<file path="config.mk">
export PLATFORM = sky130hd
export DESIGN_NAME = instr_fetch
export DESIGN_NICKNAME = d
export VERILOG_FILES = /design/src/rtl/instr_fetch.sv
export SDC_FILE = /design/constraint.sdc
export NUM_CORES = 1
export LEC_CHECK = 0
export ABC_AREA = 1
export ABC_CLOCK_PERIOD_IN_PS = 1810
export BUFFER_PORTS_ARGS = -buffer_cell sky130_fd_sc_hd__buf_2
export CORE_MARGIN = 4
export CORE_UTILIZATION = 51
export DETAILED_ROUTE_END_ITERATION = 12
export HOLD_SLACK_MARGIN = 0.12
export PLACE_DENSITY = 0.87
export REMOVE_ABC_BUFFERS = 1
export SYNTH_ARGS = -nofsm -noshare
export SYNTH_HDL_FRONTEND = slang
export SYNTH_SLANG_ARGS = --single-unit
</file>
<file path="constraint.sdc">
create_clock -name clk -period 1.81 [get_ports clk]
set_input_delay 0.362 -clock clk [delete_from_list [all_inputs] [get_ports clk]]
set_output_delay 0.362 -clock clk [all_outputs]
set_load 0.1 [all_outputs]
</file>
<file path="src/rtl/instr_fetch.sv">
// Fetch stage: owns the PC, fetches words over a req/ack memory handshake and
// hands each instruction to decode through a single-entry valid/ready register.
module instr_fetch #(
  parameter int unsigned       ADDR_W   = 8,
  parameter int unsigned       INSTR_W  = 16,
  parameter logic [ADDR_W-1:0] RESET_PC = '0
) (
  input  logic               clk,
  input  logic               rst_n,
  output logic               imem_req,
  output logic [ADDR_W-1:0]  imem_addr,
  input  logic               imem_ack,
  input  logic [INSTR_W-1:0] imem_rdata,
  output logic               ir_valid,
  input  logic               ir_ready,
  output logic [INSTR_W-1:0] instr,
  output logic [3:0]         opcode,
  output logic [ADDR_W-1:0]  instr_pc,
  input  logic               redirect,
  input  logic [ADDR_W-1:0]  redirect_pc
);

  localparam int unsigned OP_W = 4;

  typedef enum logic [1:0] {
    S_REQ       = 2'd0,
    S_WAIT_DROP = 2'd1,
    S_HOLD      = 2'd2
  } state_t;

  state_t            state;
  logic [ADDR_W-1:0] pc;

  assign opcode = instr[INSTR_W-1 -: OP_W];

  // imem_addr is only reloaded when a new request starts, keeping it stable
  // for the whole life of an outstanding request.
  always_ff @(posedge clk or negedge rst_n) begin
    if (!rst_n) begin
      state     <= S_REQ;
      pc        <= RESET_PC;
      imem_req  <= 1'b0;
      imem_addr <= RESET_PC;
      ir_valid  <= 1'b0;
      instr     <= '0;
      instr_pc  <= '0;
    end else begin
      case (state)
        S_REQ: begin
          if (!imem_req) begin
            // First cycle out of reset: nothing outstanding yet.
            imem_req <= 1'b1;
            if (redirect) begin
              pc        <= redirect_pc;
              imem_addr <= redirect_pc;
            end else begin
              imem_addr <= pc;
            end
          end else if (redirect) begin
            pc <= redirect_pc;
            if (imem_ack) imem_addr <= redirect_pc;
            else          state     <= S_WAIT_DROP;
          end else if (imem_ack) begin
            instr    <= imem_rdata;
            instr_pc <= pc;
            pc       <= pc + ADDR_W'(1);
            imem_req <= 1'b0;
            ir_valid <= 1'b1;
            state    <= S_HOLD;
          end
        end

        S_WAIT_DROP: begin
          if (redirect) pc <= redirect_pc;
          if (imem_ack) begin
            state     <= S_REQ;
            imem_addr <= redirect ? redirect_pc : pc;
          end
        end

        S_HOLD: begin
          // A redirect wins over ir_ready; either way the IR is released.
          if (redirect || ir_ready) begin
            ir_valid  <= 1'b0;
            imem_req  <= 1'b1;
            state     <= S_REQ;
            imem_addr <= redirect ? redirect_pc : pc;
            if (redirect) pc <= redirect_pc;
          end
        end

        default: state <= S_REQ;
      endcase
    end
  end

endmodule
</file>
==> impl_summary.log, run 1 <==
[metrics] largest fanout on the critical path: 32
[metrics] time the final worst path needs with I/O delays and setup: between 1.5 and 2 ns
[metrics] tightest hold margin: about 0.28 ns
[metrics] root buffer selected by CTS: sky130_fd_sc_hd__clkbuf_8
[metrics] overall overflow remaining after global route: 0
[metrics] Register-to-Register Setup Slack: 0.11 ns
[metrics] instance count of the mapped netlist: 263
[metrics] global-route wire length before repair: ~8300 um
[metrics] Final Skew: 0.005933 ns
[metrics] pins over their slew limit: 0
[metrics] Reg-to-Reg End: instr[0]$_DFFE_PN0P_
[metrics] Starting Density: 0.5287
[metrics] Fmax achieved: about 0.59 GHz
[metrics] pin count of the biggest net entering global routing: 33
[metrics] DIE WIDTH: about 75 um
[metrics] yosys warns: 0
[metrics] Setup Buffers After CTS: 0
[metrics] placed inst area: about 2600 um^2
[metrics] antenna diode count: 0
[metrics] die outline area: approximately 5700 um^2
[metrics] sequential fraction of the synthesis area: 0.4783
[metrics] Antenna Violating Nets Remaining: 0
[metrics] via count of the routed design: 1979
[metrics] GRT Overall Usage: 0.1910
[metrics] data arrival time of the critical path: roughly 1.9 ns
[metrics] final weighted congestion in routability-driven placement: between 0.9 and 1
[metrics] Hold Vio Cnt, Final: 0
[metrics] number of distinct library cells after synthesis: 26
[metrics] Worst Max-Slew Pin Slew: about 0.50 ns
[metrics] number of cells on the critical path: 6
[metrics] Post-Syn Area: 2302 um^2
[metrics] area of the core region: around 4400 um^2
[metrics] CP bufs+invs: 2
[metrics] timing startpoint of the critical path: state[0]$_DFFE_PN0P_
[metrics] type of the worst setup path: reg -> reg
[metrics] first-pass detailed-route iteration total: 4
[metrics] Worst setup SP type: flop
[metrics] number of setup violations in the final report: 0
[metrics] initial antenna violation count: 0
[metrics] vias in the first global route: around 1.9k
[metrics] critical-path cell with the highest stage delay: sky130_fd_sc_hd__mux2_2
[metrics] ordered list of cells on the worst path: inv_1 -> ha_1 -> nand2_2 -> inv_2 -> nand2_4 -> mux2_2
[metrics] critical path endpoint category: flop
[metrics] Port Buffers: 66
[metrics] total wirelength of the detailed-routed design: 5188 um
[metrics] final std cell area, no fill: between 2000 and 3000 um^2
[metrics] H-Tree Depth: 2
[metrics] CTS sink count: 44
[metrics] Worst setup endpoint: instr[0]$_DFFE_PN0P_
[metrics] worst hold-check path type: in -> reg
[metrics] most common cell after layout, fill and taps aside: sky130_fd_sc_hd__nand2_1
[metrics] register bit total from synthesis: between 40 and 50
[metrics] worst rel slew slack: 0.6688
[metrics] maximum buffer depth of the clock tree: 2
[metrics] number of rows created at floorplan: 24
[metrics] most frequent cells in the layout: 84 x sky130_fd_sc_hd__nand2_1, 66 x sky130_fd_sc_hd__buf_2, 44 x sky130_fd_sc_hd__dfrtp_1
[metrics] clock slew at reported path FFs: 0.09 ns
[metrics] DRC violation count after routing: 0
[metrics] Max Cap Violations: 0
[metrics] number of CTS-inserted buffers: 5
[metrics] clock latency of the later-clocked register in the worst-skew pair: approximately 0.3 ns
[metrics] post-detailed-placement half-perimeter wirelength: approximately 3700 um
[metrics] Via density: around 5.2
[metrics] fraction of the cycle the final worst path needs: 0.9419
[metrics] post-synthesis to final-layout area growth: 20.98%
[metrics] worst reg-to-reg path cell count: 6
[metrics] average routed wire per standard cell: ~14 um
[metrics] Worst EP required: around 2.0 ns
[metrics] startpoint of the lowest-slack register-to-register path: state[0]$_DFFE_PN0P_
[metrics] die outline height: 75.19 um
[metrics] fraction of layout cells with a size suffix above 1: 0.3182
[metrics] number of design-rule violations left by the first detailed-router iteration: 101
[metrics] run status: complete, no violations
[metrics] number of nets in the finished design: about 360
[metrics] TritonCTS clock tree: done
[metrics] post-synthesis average cell area: between 8 and 9 um^2
[metrics] critical path's top delay family: simple AND/OR/NAND/NOR gates
[metrics] Top Ports: between 60 and 70
[metrics] critical path's largest stage delay: ~0.39 ns
[sequential cells by signal (all words and copies together) (netlist names)]
| register | cells |
|---|---|
| imem_addr | 8 |
| imem_req | 1 |
| instr | 16 |
| instr_pc | 8 |
| ir_valid | 1 |
| pc | 8 |
| state | 2 |
[synth_stat cells (all sizes together)]
library cell | instances | share of area
ha | 5 | 0.027
nor2 | 14 | 0.026
nand3 | 13 | 0.030
nand4 | 2 | 0.0054
nor3 | 3 | 0.0065
clkbuf | 1 | 0.0016
dfrtp | 44 | 0.48
o211ai | 2 | 0.0065
mux2 | 16 | 0.10
o21a | 1 | 0.0033
inv | 23 | 0.038
a21oi | 4 | 0.0087
nand2 | 88 | 0.15
or2 | 4 | 0.011
buf | 10 | 0.036
o21ai | 33 | 0.072
[layout make-up]
type	instances	area [um^2]
Inverter	23	86.33
Tap cell	52	65.06
Fill cell	344	1569
Clock inverter	2	38.79
Clock buffer	6	82.58
Timing Repair Buffer	70	375.4
Sequential cell	44	1101
Multi-Input combinational cell	185	1036
[cell families after synthesis]
family / after synthesis / synth area share
flip-flops: 44 / 0.4783
multiplexers: 16 / 0.1011
buffers and inverters: 34 / 0.07500
adder cells (fa/ha/maj): 5 / 0.02717
AO/OA/AOI/OAI: 40 / 0.09022
AND/OR/NAND/NOR: 124 / 0.2283
[stage by stage]
step | std cells | util | worst slack (ns) | TNS [ns]
6_report | 382 | 0.6397 | 0.1052 | 0
5_1_grt | 382 | 0.6397 | -0.002176 | -0.002176
4_1_cts | 382 | 0.6379 | 0.08622 | 0
3_5_place_dp | 373 | 0.6078 | 0.09918 | 0
3_3_place_gp | 373 | 0.6078 | 0.1753 | 0
2_1_floorplan | 252 | - | -0.1352 | -2.624
[metal layers]
layer | wire (um) | global-route usage
met1 | 2182 | 0.2297
met2 | 2497 | 0.3385
met3 | 427 | 0.04139
met4 | 81 | 0.06408
met5 | 0 | 0
[worst min-delay path by stage]
stage                   from                  endpoint  slack, ns  cells past startpoint
3_3_place_gp           rst_n     instr[15]$_DFFE_PN0P_       0.34                      1
3_5_place_dp           rst_n     instr[15]$_DFFE_PN0P_       0.34                      1
2_1_floorplan          rst_n  imem_addr[0]$_DFFE_PN0P_       0.07                      0
6_report       imem_rdata[5]      instr[5]$_DFFE_PN0P_       0.28                      2
5_1_grt        imem_rdata[5]      instr[5]$_DFFE_PN0P_       0.28                      2
4_1_cts        imem_rdata[5]      instr[5]$_DFFE_PN0P_       0.28                      2
[repair_timing]
item | in CTS | in global routing
endpoints found under the setup margin | 0 | 4
endpoints found under the hold margin | 19 | 0
hold buffers | 1 | 0
gates resized for setup | 0 | 2
Power of run 1 is left out: the tool's default activity adds up to more than one toggle a clock period on the data nets, which glitch-free logic cannot reach.
==> run 2, diff against run 1 <==
CORE_MARGIN = 8   (was 4)
==> impl_summary.log, run 2 (synthesis gave the netlist of run 1 again) <==
[metrics] most common cell after layout, fill and taps aside: sky130_fd_sc_hd__nand2_1 (unchanged)
[metrics] clock latency of the later-clocked register in the worst-skew pair: 0.30 ns (about the same)
[metrics] number of setup violations in the final report: 0 (unchanged)
[metrics] number of CTS-inserted buffers: 5 (unchanged)
[metrics] ordered list of cells on the worst path: buf_2 (was inv_1 -> ha_1 -> nand2_2 -> inv_2 -> nand2_4 -> mux2_2)
[metrics] Worst EP required: 1.45 ns (was 2.01 ns)
[metrics] TritonCTS clock tree: done (unchanged)
[metrics] H-Tree Depth: 2 (unchanged)
[metrics] CTS sink count: 44 (unchanged)
[metrics] total wirelength of the detailed-routed design: 5814 um (was 5188 um)
[metrics] first-pass detailed-route iteration total: 5 (was 4)
[metrics] die outline height: 83.19 um (was 75.19 um)
[metrics] Starting Density: 0.5287 (unchanged)
[metrics] largest fanout on the critical path: 8 (was 32)
[metrics] Via density: 5.422 (was 5.181)
[metrics] maximum buffer depth of the clock tree: 2 (unchanged)
[metrics] root buffer selected by CTS: sky130_fd_sc_hd__clkbuf_8 (unchanged)
[metrics] cell total after placement: 378 (was 373)
[metrics] time the final worst path needs with I/O delays and setup: 1.670 ns (was 1.705 ns)
[metrics] DRC violation count after routing: 0 (unchanged)
[metrics] global-route wire length before repair: 9949 um (was 8342 um)
[metrics] critical path's largest stage delay: 0.52 ns (was 0.39 ns)
[metrics] Top reg by flops: instr (unchanged)
[metrics] critical-path cell with the highest stage delay: sky130_fd_sc_hd__dfrtp_1 (was sky130_fd_sc_hd__mux2_2)
[metrics] Setup Buffers After CTS: 0 (unchanged)
[metrics] Antenna Violating Nets Remaining: 0 (unchanged)
[metrics] fraction of the cycle the final worst path needs: 0.9228 (was 0.9419)
[metrics] hold path startpoint: imem_rdata[14] (was imem_rdata[5])
[metrics] post-detailed-placement half-perimeter wirelength: 4338 um (was 3712 um)
[metrics] hold-critical path depth: 2 (unchanged)
[metrics] number of flip-flops in the largest register: 16 (unchanged)
[metrics] Reg-to-Reg End: imem_addr[6]$_DFFE_PN0P_ (was instr[0]$_DFFE_PN0P_)
[metrics] data arrival time of the critical path: 1.31 ns (was 1.90 ns)
[metrics] Port Buffers: 66 (unchanged)
[metrics] Worst Max-Slew Pin Slew: 0.4828 ns (was 0.5002 ns)
[metrics] endpoint of the worst hold-timing path: instr[14]$_DFFE_PN0P_ (was instr[5]$_DFFE_PN0P_)
[metrics] Final Skew: 0.006525 ns (was 0.005933 ns)
[metrics] run status: complete, no violations (unchanged)
[metrics] worst rel slew slack: 0.6756 (was 0.6688)
[metrics] overall overflow remaining after global route: 0 (unchanged)
[metrics] final weighted congestion in routability-driven placement: 0.9221 (was 0.9073)
[metrics] clock slew at reported path FFs: 0.09 ns (about the same)
[metrics] number of rows created at floorplan: 24 (unchanged)
[metrics] post-synthesis to final-layout area growth: 23.48% (was 20.98%)
[metrics] CP bufs+invs: 1 (was 2)
[metrics] pin count of the biggest net entering global routing: 25 (was 33)
[metrics] Setup Total Neg Slack: 0 ns (unchanged)
[metrics] type of the worst setup path: reg -> out (was reg -> reg)
[metrics] via count of the routed design: 2093 (was 1979)
[metrics] number of nets in the finished design: 368 (was 363)
[metrics] setup repair after global routing missed its margin: no
[metrics] most frequent cells in the layout: 84 x sky130_fd_sc_hd__nand2_1, 66 x sky130_fd_sc_hd__buf_2, 44 x sky130_fd_sc_hd__dfrtp_1 (unchanged)
[metrics] Worst setup SP type: flop (unchanged)
[metrics] critical path's top delay family: flip-flops (was simple AND/OR/NAND/NOR gates)
[metrics] Register-to-Register Setup Slack: 0.15 ns (was 0.11 ns)
[metrics] DIE WIDTH: 83.19 um (was 75.19 um)
[metrics] Fmax achieved: 0.5987 GHz (was 0.5866 GHz)
[metrics] Max Cap Violations: 0 (unchanged)
[metrics] worst reg-to-reg path cell count: 7 (was 6)
[metrics] GRT Overall Usage: 0.1702 (was 0.1910)
[metrics] initial antenna violation count: 0 (unchanged)
[metrics] number of design-rule violations left by the first detailed-router iteration: 247 (was 101)
[metrics] Hold Vio Cnt, Final: 0 (unchanged)
[metrics] fraction of layout cells with a size suffix above 1: 0.3263 (was 0.3182)
[metrics] core occupancy in the finished layout: 0.6529 (was 0.6397)
[metrics] average routed wire per standard cell: 15.06 um (was 13.58 um)
[metrics] Top Ports: 67 (unchanged)
[metrics] worst hold-check path type: in -> reg (unchanged)
[metrics] critical path endpoint category: primary output (was flop)
[metrics] antenna diode count: 0 (unchanged)
[metrics] non-filler instance count after layout: 386 (was 382)
[metrics] startpoint of the lowest-slack register-to-register path: state[0]$_DFFE_PN0P_ (unchanged)
[metrics] die outline area: 6920 um^2 (was 5653 um^2)
[metrics] area of the core region: 4354 um^2 (unchanged)
[metrics] pins over their slew limit: 0 (unchanged)
[metrics] vias in the first global route: 2103 (was 1893)
run 2: cell count changes in the layout (fill, tap and decap cells not counted), sizes merged:
cell / previous run / this run
clkinv: 1 / 0
buf: 69 / 74
bufinv: 1 / 2
clkbuf: 6 / 5
run 2: per-stage QoR:
step	hold WS (ns)	setup WS, ns	area (um^2)
3_5_place_dp	0.3472	0.1184	2696
3_3_place_gp	0.3480	0.2077	2696
5_1_grt	0.2916	0.01990	2843
2_1_floorplan	0.06641	-0.1352	2216
4_1_cts	0.2922	0.09916	2835
6_report	0.2918	0.1397	2843
run 2: final cells by class:
type                    instances  area, um^2
fillers                       334        1511
flip-flops and latches         44        1101
multi-input cells             185        1036
repair buffers                 75       425.4
inverters                      23       86.33
clock buffers                   5       68.82
well taps                      52       65.06
clock inverters                 2       60.06
run 2: worst max path at each step:
stage                              start                        to  slack, ns  cells past startpoint
finish              imem_req$_DFFE_PN0P_                  imem_req       0.14                      1
global route        state[0]$_DFFE_PN0P_  imem_addr[2]$_DFFE_PN0P_       0.02                      9
CTS                 state[0]$_DFFE_PN0P_  imem_addr[3]$_DFFE_PN0P_        0.1                      8
detailed placement  state[0]$_DFFE_PN0P_         pc[2]$_DFFE_PN0P_       0.12                     10
global placement    state[0]$_DFFE_PN0P_         pc[2]$_DFFE_PN0P_       0.21                     10
floorplan           imem_req$_DFFE_PN0P_  imem_addr[3]$_DFFE_PN0P_      -0.14                      5
run 2: layer usage:
metal | up-vias | GRT usage | wire length (um)
li1 | 985 | - | -
met1 | 1004 | 0.1935 | 2388
met2 | 96 | 0.2900 | 2857
met3 | 8 | 0.06055 | 498
met4 | 0 | 0.05272 | 70
met5 | - | 0 | 0
run 2: repair_timing:
item | CTS | global route
endpoints found under the hold margin | 20 | 0
endpoints found under the setup margin | 0 | 6
hold buffers | 1 | 0
gates resized for setup | 0 | 2
Power of run 2 is left out for the same reason.
